File: src/rtl/ram_burst_reader.sv
// ram_burst_reader
// Read-side burst engine for a 256 x 32 dual-port block RAM. It accepts a
// command (start address, word count) and drives the RAM read port. Read data
// arrives one cycle after the address. The words are streamed out on a
// valid/ready interface that supports backpressure.
//
// Ports:
//   clk_i, rst_i        single clock, synchronous active-high reset
//   cmd_valid_i/ready_o command handshake
//   cmd_addr_i          first RAM address of the burst
//   cmd_len_i           word count; values above 2^ADDR_W saturate to 2^ADDR_W
//   ram_rd_en_o         RAM read enable, held high for the whole burst
//   ram_rd_addr_o       RAM read address
//   ram_rd_data_i       RAM read data, valid one cycle after the address
//   m_valid_o/ready_i   output stream handshake
//   m_data_o, m_last_o  output word, and a flag marking the final word
//   busy_o              burst in progress
//   done_o              one-cycle pulse when the burst completes
module ram_burst_reader #(
  parameter int ADDR_W = 8,
  parameter int DATA_W = 32,
  parameter int LEN_W  = ADDR_W + 1
) (
  input  logic              clk_i,
  input  logic              rst_i,
  input  logic              cmd_valid_i,
  output logic              cmd_ready_o,
  input  logic [ADDR_W-1:0] cmd_addr_i,
  input  logic [LEN_W-1:0]  cmd_len_i,
  output logic              ram_rd_en_o,
  output logic [ADDR_W-1:0] ram_rd_addr_o,
  input  logic [DATA_W-1:0] ram_rd_data_i,
  output logic              m_valid_o,
  input  logic              m_ready_i,
  output logic [DATA_W-1:0] m_data_o,
  output logic              m_last_o,
  output logic              busy_o,
  output logic              done_o
);

  typedef enum logic [1:0] {IDLE, READ, DRAIN} state_t;

  localparam logic [LEN_W-1:0] MAX_LEN = LEN_W'(2 ** ADDR_W);

  state_t              state, state_nxt;
  logic [ADDR_W-1:0]   cur_addr;
  logic [ADDR_W-1:0]   addr_hold;
  logic [LEN_W-1:0]    remaining;
  logic [LEN_W-1:0]    sat_len;
  logic                inflight;
  logic                inflight_last;
  logic [DATA_W-1:0]   fifo_data [2];
  logic [1:0]          fifo_last;
  logic                wr_ptr;
  logic                rd_ptr;
  logic [1:0]          fifo_count;
  logic [2:0]          occupancy;
  logic                done_q;
  logic                accept;
  logic                issue;
  logic                pop;
  logic                head_last;

  assign cmd_ready_o   = (state == IDLE) && !rst_i;
  // The RAM tri-states its output while rd_en is low. Enable therefore stays
  // high for the whole burst, including the drain of the last read.
  assign ram_rd_en_o   = (state != IDLE);
  // Combinational so that the read is launched in the issue cycle itself. On
  // other cycles the address holds, and the re-reads are never captured.
  assign ram_rd_addr_o = issue ? cur_addr : addr_hold;
  assign m_valid_o     = (fifo_count != 2'd0);
  assign head_last     = fifo_last[rd_ptr];
  assign m_data_o      = m_valid_o ? fifo_data[rd_ptr] : '0;
  assign m_last_o      = m_valid_o && head_last;
  assign busy_o        = (state != IDLE);
  assign done_o        = done_q;

  // NOTE: every signal assigned in this block gets a default first, so no
  // path through the case statement can leave a latch behind.
  always_comb begin
    accept    = cmd_valid_i && cmd_ready_o;
    sat_len   = (cmd_len_i > MAX_LEN) ? MAX_LEN : cmd_len_i;
    pop       = m_valid_o && m_ready_i;
    occupancy = {1'b0, fifo_count} + {2'b00, inflight};
    // Buffered words plus the word in flight, minus this cycle's pop, must
    // leave room in the 2-entry FIFO for the word that is issued now.
    issue     = (state == READ) && (remaining != '0) &&
                (occupancy <= ({2'b00, pop} + 3'd1));
    state_nxt = state;
    case (state)
      IDLE:    if (accept && (sat_len != '0)) state_nxt = READ;
      READ:    if (issue && (remaining == LEN_W'(1))) state_nxt = DRAIN;
      DRAIN:   if (pop && head_last) state_nxt = IDLE;
      default: state_nxt = IDLE;
    endcase
  end

  // NOTE: sequential state uses non-blocking assignments only. Every register
  // then sees the pre-edge values of the others, with no dependence on the
  // order of the statements.
  always_ff @(posedge clk_i) begin
    if (rst_i) begin
      state         <= IDLE;
      cur_addr      <= '0;
      addr_hold     <= '0;
      remaining     <= '0;
      inflight      <= 1'b0;
      inflight_last <= 1'b0;
      fifo_last     <= '0;
      wr_ptr        <= 1'b0;
      rd_ptr        <= 1'b0;
      fifo_count    <= '0;
      done_q        <= 1'b0;
    end else begin
      state         <= state_nxt;
      addr_hold     <= ram_rd_addr_o;
      inflight      <= issue;
      inflight_last <= issue && (remaining == LEN_W'(1));
      done_q        <= (accept && (sat_len == '0)) ||
                       ((state == DRAIN) && pop && head_last);

      if (accept) begin
        cur_addr  <= cmd_addr_i;
        remaining <= sat_len;
      end else if (issue) begin
        cur_addr  <= cur_addr + ADDR_W'(1);   // wraps naturally at 2^ADDR_W
        remaining <= remaining - LEN_W'(1);
      end

      if (inflight) begin
        fifo_last[wr_ptr] <= inflight_last;
        wr_ptr            <= ~wr_ptr;
      end
      if (pop) rd_ptr <= ~rd_ptr;
      fifo_count <= fifo_count + {1'b0, inflight} - {1'b0, pop};
    end
  end

  // NOTE: the FIFO data storage is not reset. Reset empties the FIFO through
  // fifo_count, and m_data_o is gated by m_valid_o, so stale contents are
  // never visible.
  always_ff @(posedge clk_i) begin
    if (!rst_i && inflight) fifo_data[wr_ptr] <= ram_rd_data_i;
  end

endmodule

File: config.mk
export PLATFORM = sky130hd
export DESIGN_NAME = ram_burst_reader
export DESIGN_NICKNAME = d
export VERILOG_FILES = /design/src/rtl/ram_burst_reader.sv
export SDC_FILE = /design/constraint.sdc
export NUM_CORES = 1
export LEC_CHECK = 0
export BUFFER_PORTS_ARGS = -buffer_cell sky130_fd_sc_hd__buf_2
export CELL_PAD_IN_SITES_DETAIL_PLACEMENT = 2
export CELL_PAD_IN_SITES_GLOBAL_PLACEMENT = 2
export CORE_ASPECT_RATIO = 0.9
export CORE_MARGIN = 2
export CORE_UTILIZATION = 38
export DETAILED_ROUTE_END_ITERATION = 10
export GPL_TIMING_DRIVEN = 0
export PLACE_DENSITY = 0.89
export SLEW_MARGIN = 20
export SYNTH_ARGS = -nofsm -noshare
export SYNTH_HDL_FRONTEND = slang
export SYNTH_SLANG_ARGS = --single-unit
export TNS_END_PERCENT = 100
File: constraint.sdc
create_clock -name clk_i -period 8.4 [get_ports clk_i]
set_input_delay 1.68 -clock clk_i [delete_from_list [all_inputs] [get_ports clk_i]]
set_output_delay 1.68 -clock clk_i [all_outputs]
set_load 0.05 [all_outputs]
==> results of run 1 <==
## final timing paths
kind                 endpoint  slack, ps
max          ram_rd_addr_o[7]       2250
min              fifo_last[1]        490
max reg2reg       cur_addr[3]       5350
min reg2reg      fifo_last[1]        490
## Yosys cell counts (3+ instances only)
cell      instances
nor3_1            7
buf_4             4
nand2b_1          3
inv_1            10
o31ai_1           3
and3_1            3
o21ai_1          13
or3_1             4
or4_1             3
mux2i_1          34
clkbuf_1         10
nor4b_1           3
nand3_1          19
o31a_1            3
nor4_1            6
ha_1              8
a311oi_1          7
edfxtp_1         64
buf_2             4
nand2_1          19
a21oi_1          20
buf_1             5
nand4_1           4
dfxtp_1          37
nor2_1           53
## critical path, cell delays in order
cell and delay, ps:
buf_2 120, o21ai_1 260, inv_1 120, fa_1 560, nor4b_4 330, a32o_1 390, clkbuf_1 420, nand3_1 170
nand2_1 130, buf_2 270
## cell families after synthesis
kind of cell	after synthesis
fa+ha+maj	9
flops	101
xor+xnor	2
buf+inv	33
simple gates	142
mux	34
compound gates	64
## where the power goes
| group | total, uW | switching (uW) | internal (uW) |
|---|---|---|---|
| clock network | 455 | 185 | 270 |
| logic | 536 | 377 | 159 |
| registers | 621 | 45.7 | 575 |
## final cells by class
cell class	count	area share
Clock inverter	5	0.0146
Inverter	10	0.00674
Tap cell	156	0.0351
Clock buffer	11	0.0436
Buffer	23	0.0191
Timing Repair Buffer	103	0.0998
Sequential cell	101	0.478
Multi-Input combinational cell	251	0.303
## sequential cells by signal, summed over array words and instances, names as in the netlist, named ones only
signal and count:
cur_addr 8, remaining 9, wr_ptr 1, addr_hold 8, inflight 1, done_o 1, rd_ptr 1, fifo_last 2
state 2, fifo_count 2, fifo_data 64, inflight_last 1
## per-layer routing
| metal | share of wire | track usage | vias to the layer above |
|---|---|---|---|
| met5 | 0 | 0 | - |
| met4 | 0.015 | 0.0638 | 0 |
| met3 | 0.033 | 0.0468 | 19 |
| met2 | 0.55 | 0.470 | 81 |
| met1 | 0.41 | 0.286 | 1850 |
| li1 | - | - | 1669 |
## stage by stage
step,cells,hold WS (ps)
after global routing,660,521
after detailed placement,644,472
final,660,493
after global placement,639,447
after floorplan,385,436
after CTS,660,496
## placed cells by master (no fill, tap or decap), drive strengths merged, types with 4 or more instances in the layout
master    n
a21oi    20
a311oi    7
buf     116
clkbuf   21
dfxtp    37
edfxtp   64
ha        8
inv      11
mux2i    34
nand2    19
nand3    19
nand4     4
nor2     53
nor3      7
nor4      7
nor4b     5
o21ai    15
or3       5
==> results.py, run 1 <==
metrics = {
    "power": {
        "p_leak_uw": 0.00213,
        "ir_drop_mv": 0.101,
        "pwr_density_cell_nw_per_um2": 290,
        "total_power_uw": 1610,
    },
    "setup_path": {
        "cp_max_fo": 10,
        "cp-end-kind": "output port",
        "arrival_ps": 4470,
        "ff2ff_path_depth": 8,
        "cp-startpoint": "m_ready_i",
        "cp-start-kind": "primary input",
        "critPathKind": "primary input to output port",
        "cp.required_ps": 6720,
        "crit-reg2reg-launch": "fifo_count[1]",
    },
    "floorplan": {
        "dieArea_um2": 12700,
        "core_area_um2": 11500,
        "die_w_um": 119,
        "io_pins": 99,
        "initial_core_util": 0.391,
        "die_y_um": 107,
        "rows": 37,
    },
    "yosys": {
        "synth_seq_cells": 101,
        "synthFlopType": "edfxtp_1",
        "syn-num-nets": 447,
        "synth-simple-area-share": 0.166,
        "synth_edf_count": 64,
        "syn_area_per_cell_um2": 11.6,
        "synth-compound-area-share": 0.101,
        "synthArstFlopShare": 0,
        "synth_top_family_by_area": "simple AND/OR/NAND/NOR gates",
        "ys_types": 53,
        "synth_top_area_frac": 0.429,
        "syn_area_um2": 4480,
        "synth-adder-area-share": 0.0268,
        "syn_inst": 385,
        "seq_area_frac_synth": 0.594,
        "synth_xor_area_frac": 0.00391,
        "yosysTopAreaCell": "edfxtp_1",
        "synth_area_leaders": "edfxtp_1, dfxtp_1, mux2i_1",
        "synth_mux_area_frac": 0.0759,
        "ys_warn_count": 0,
    },
    "cts": {
        "htree_levels": 3,
        "post_cts_buffers": 0,
        "cts_tree": "done",
        "clk_path_buf_depth": 2,
        "cts_num_sinks": 101,
        "worstSkewPairLatency_ps": 340,
        "hold_buffers": 0,
        "cts_buffers": 9,
        "root_buffer": "clkbuf_16",
        "clk_pin_slew_ps": 70,
        "cts_resized": 0,
    },
    "sta": {
        "tns_ps": 0,
        "fin_skew_ps": 7.38,
        "setup_slack_ps": 2250,
        "maxSlewHeadroom": 0.478,
        "setup_violations": 0,
        "fmax_mhz": 163,
        "tightest_slew_ps": 783,
        "fin_crit_ps": 6150,
        "hold_viol_final": 0,
        "final.period_utilization": 0.732,
        "rsz0062_at_grt": "no",
        "maxSlewViolCount": 0,
    },
    "hold_path": {
        "worstHoldPathType": "register to register",
        "min-delay-start": "fifo_last[1]",
        "holdPathStages": 2,
    },
    "routing": {
        "drc": 0,
        "antenna_left": 0,
        "wirelength_um": 15100,
        "via_per_inst": 5.48,
        "vias": 3619,
        "drt_iter0_markers": 238,
        "avgRoutedWirePerCell_um": 22.9,
        "first_pass_iters": 5,
    },
    "placed_design": {
        "post-place-ws_ps": 2290,
        "dp.final_hpwl_um": 10800,
        "portBuffers": 98,
        "routabilityCongestion": 0.823,
        "placedInstanceArea_um2": 5240,
    },
    "global_route": {
        "antenna_found_initial": 0,
        "track_usage": 0.247,
        "grt_max_degree": 20,
        "grt_overflow": 0,
        "grt_pass1_vias": 4040,
        "grt_pass1_wl_um": 23800,
    },
    "job": {
        "maxCapViolCount": 0,
    },
    "finish": {
        "post-route-util": 0.485,
        "drive_gt1_frac": 0.272,
        "layout.nets": 561,
        "multi_input_area_um2": 1680,
        "final_area_um2": 5570,
        "area_growth_pct": 24.1,
        "register_area_um2": 2660,
        "n_fill_cell": 1202,
        "n_antenna_cell": 0,
    },
    "outcome": {
        "status": "finished, final reports clean",
    },
}
Note: power is estimated with default switching activity, not from simulation.
==> inputs of run 2 (changes only) <==
--- a/config.mk
+++ b/config.mk
@@ -5,15 +5,16 @@
 export SDC_FILE = /design/constraint.sdc
 export NUM_CORES = 1
 export LEC_CHECK = 0
+export ABC_AREA = 1
 export BUFFER_PORTS_ARGS = -buffer_cell sky130_fd_sc_hd__buf_2
 export CELL_PAD_IN_SITES_DETAIL_PLACEMENT = 2
 export CELL_PAD_IN_SITES_GLOBAL_PLACEMENT = 2
 export CORE_ASPECT_RATIO = 0.9
 export CORE_MARGIN = 2
-export CORE_UTILIZATION = 38
+export CORE_UTILIZATION = 32
 export DETAILED_ROUTE_END_ITERATION = 10
 export GPL_TIMING_DRIVEN = 0
-export PLACE_DENSITY = 0.89
+export PLACE_DENSITY = 0.82
 export SLEW_MARGIN = 20
 export SYNTH_ARGS = -nofsm -noshare
 export SYNTH_HDL_FRONTEND = slang
==> constraint.sdc (replaced) <==
create_clock -name clk_i -period 6.3 [get_ports clk_i]
set_input_delay 1.26 -clock clk_i [delete_from_list [all_inputs] [get_ports clk_i]]
set_output_delay 1.26 -clock clk_i [all_outputs]
set_load 0.05 [all_outputs]
==> results.py, run 2 <==
metrics = {
    "power": {
        "p_sw_frac": 0.324,
        "pwr-share-clk": 0.335,
        "p_int_uw": 1200,
        "pwr-share-seq": 0.428,
        "total_power_uw": 1780,
        "pwr_density_cell_nw_per_um2": 312,
        "p_leak_uw": 0.00250,
        "p_sw_uw": 577,
        "ir_drop_mv": 0.147,
        "combPwrFrac": 0.238,
    },
    "routing": {
        "avgRoutedWirePerCell_um": 17.6,
        "wirelength_um": 14500,
        "route.met3.wl_um": 521,
        "via_per_inst": 4.78,
        "antenna_left": 0,
        "vias": 3920,
        "first_pass_iters": 4,
        "drt_iter0_markers": 167,
        "wl_met1_um": 6100,
        "drc": 0,
        "wl_met2_um": 7680,
        "top_layer": "met4",
    },
    "floorplan": {
        "initial_core_util": 0.327,
        "io_pins": 99,
        "rows": 41,
        "dieArea_um2": 15400,
        "die_y_um": 118,
        "core_area_um2": 14100,
        "die_w_um": 130,
    },
    "cts": {
        "cts_resized": 0,
        "cts_buffers": 9,
        "worstSkewPairLatency_ps": 350,
        "htree_levels": 3,
        "root_buffer": "clkbuf_16",
        "hold_buffers": 0,
        "cts_tree": "done",
        "post_cts_buffers": 0,
        "clk_path_buf_depth": 2,
        "cts_num_sinks": 101,
        "clk_pin_slew_ps": 70,
    },
    "yosys": {
        "synth_most_common_cell": "nand2_1",
        "synthArstFlopShare": 0,
        "seq_area_frac_synth": 0.579,
        "syn-num-nets": 574,
        "syn_area_per_cell_um2": 8.99,
        "synth_mux_area_frac": 0,
        "ys_types": 35,
        "yosysTopAreaCell": "edfxtp_1",
        "synth_area_leaders": "edfxtp_1, dfxtp_1, nand2_1",
        "syn_area_um2": 4600,
        "synth-adder-area-share": 0.0261,
        "synth_top_area_frac": 0.418,
        "synth_top_family_by_area": "simple AND/OR/NAND/NOR gates",
        "synth_edf_count": 64,
        "syn_inst": 512,
        "synthFlopType": "edfxtp_1",
        "synth-simple-area-share": 0.220,
        "synthTopCellsByCount": "nand2_1, edfxtp_1, nor2_1",
        "synth-compound-area-share": 0.0984,
        "synth_seq_cells": 101,
        "ys_warn_count": 0,
        "synth_xor_area_frac": 0.00381,
    },
    "setup_path": {
        "cp_max_fo": 10,
        "r2r_end": "cur_addr[3]",
        "critPathKind": "primary input to output port",
        "crit-reg2reg-launch": "fifo_count[1]",
        "cp.required_ps": 5040,
        "arrival_ps": 3380,
        "ff2ff_path_depth": 12,
        "cp-start-kind": "primary input",
        "critPathMostFrequentCell": "inv_1",
        "cp_cell_sequence": "buf_2 > inv_1 > nor2_2 > fa_1 > inv_1 > nand3_1 > nand2_1 > nand3_4 > buf_6 > o21ai_1 > inv_1 > buf_2",
        "cp-end-kind": "output port",
        "ff2ff_setup_slack_ps": 3730,
        "cp_slowest_cell": "fa_1",
        "slowest_delay_ps": 470,
        "cp-startpoint": "m_ready_i",
    },
    "finish": {
        "drive_gt1_frac": 0.250,
        "final_cell_mix": "nand2_1, buf_2, edfxtp_1, nor2_1, inv_1",
        "largest_register_ffs": 64,
        "final_common_cell": "nand2_1",
        "n_antenna_cell": 0,
        "layout.nets": 684,
        "final_area_um2": 5710,
        "reg.largest.list": "fifo_data (64), remaining (9)",
        "area_growth_pct": 24.1,
        "regMostFlops": "fifo_data",
    },
    "job": {
        "maxCapViolCount": 0,
    },
    "sta": {
        "fmax_mhz": 215,
        "maxSlewHeadroom": 0.497,
        "rsz0062_at_grt": "no",
        "hold_ws_ps": 482,
        "maxSlewViolCount": 0,
        "tns_ps": 0,
        "tightest_slew_ps": 755,
        "fin_skew_ps": 7.80,
        "hold_viol_final": 0,
        "fin_crit_ps": 4640,
        "setup_violations": 0,
        "final.period_utilization": 0.737,
    },
    "global_route": {
        "grt_pass1_vias": 4368,
        "track_usage": 0.200,
        "grt_overflow": 0,
        "grt_pass1_wl_um": 23400,
        "antenna_found_initial": 0,
        "grt_max_degree": 19,
    },
    "hold_path": {
        "holdPathStages": 2,
        "min_to": "fifo_last[1]",
        "min-delay-start": "fifo_last[1]",
        "worstHoldPathType": "register to register",
    },
    "outcome": {
        "status": "finished, final reports clean",
    },
    "placed_design": {
        "dp.final_hpwl_um": 11100,
        "portBuffers": 97,
        "routabilityCongestion": 0.805,
        "placedInstanceArea_um2": 5400,
    },
}
-- run 2: metrics by stage --
| stage | setup WS (ps) | instances | util |
|---|---|---|---|
| after CTS | 1620 | 820 | 0.406 |
| after global routing | 1440 | 820 | 0.406 |
| after global placement | 1720 | 802 | 0.379 |
| after detailed placement | 1640 | 804 | 0.384 |
| after floorplan | 2100 | 512 | - |
| final | 1660 | 820 | 0.406 |
-- run 2: worst max-delay path, delay by kind of cell --
kind,cells,cell delay (ps)
buf+inv,6,730
compound gates,1,200
simple gates,4,710
fa+ha+maj,1,470
-- run 2: layout make-up --
| type | count | area, um2 |
|---|---|---|
| flip-flops and latches | 101 | 2660 |
| clock inverters | 6 | 85.1 |
| well taps | 193 | 241 |
| repair buffers | 99 | 541 |
| multi-input cells | 332 | 1620 |
| fillers | 1622 | 8340 |
| inverters | 57 | 214 |
| plain buffers | 22 | 124 |
| clock buffers | 10 | 229 |
-- run 2: how the worst max path moves through the flow --
stage                       end  slack, ps  cells after the start
2_1_floorplan  ram_rd_addr_o[3]       2100                     11
3_3_place_gp   ram_rd_addr_o[7]       1720                     12
3_5_place_dp   ram_rd_addr_o[5]       1640                     12
4_1_cts        ram_rd_addr_o[1]       1620                     12
5_1_grt        ram_rd_addr_o[7]       1440                     12
6_report       ram_rd_addr_o[1]       1660                     12
-- run 2: power groups by stage --
stage	Clock (uW)	Sequential (uW)	Combinational, uW
6_report	596	762	424
5_1_grt	636	767	471
4_1_cts	612	762	430
3_5_place_dp	0	777	427
3_3_place_gp	0	774	402
2_1_floorplan	0	769	304
-- run 2: cell families (layout without fill, tap and decap cells) --
| family | count (synthesis) | count (layout) |
|---|---|---|
| flops | 101 | 101 |
| compound gates | 85 | 85 |
| buf+inv | 79 | 194 |
| xor+xnor | 2 | 2 |
| fa+ha+maj | 9 | 9 |
| simple gates | 236 | 236 |
-- run 2: layer usage --
metal	vias up	global-route usage
met2	70	0.369
met1	1956	0.233
met4	0	0.0359
met3	11	0.0523
met5	-	0
li1	1883	-
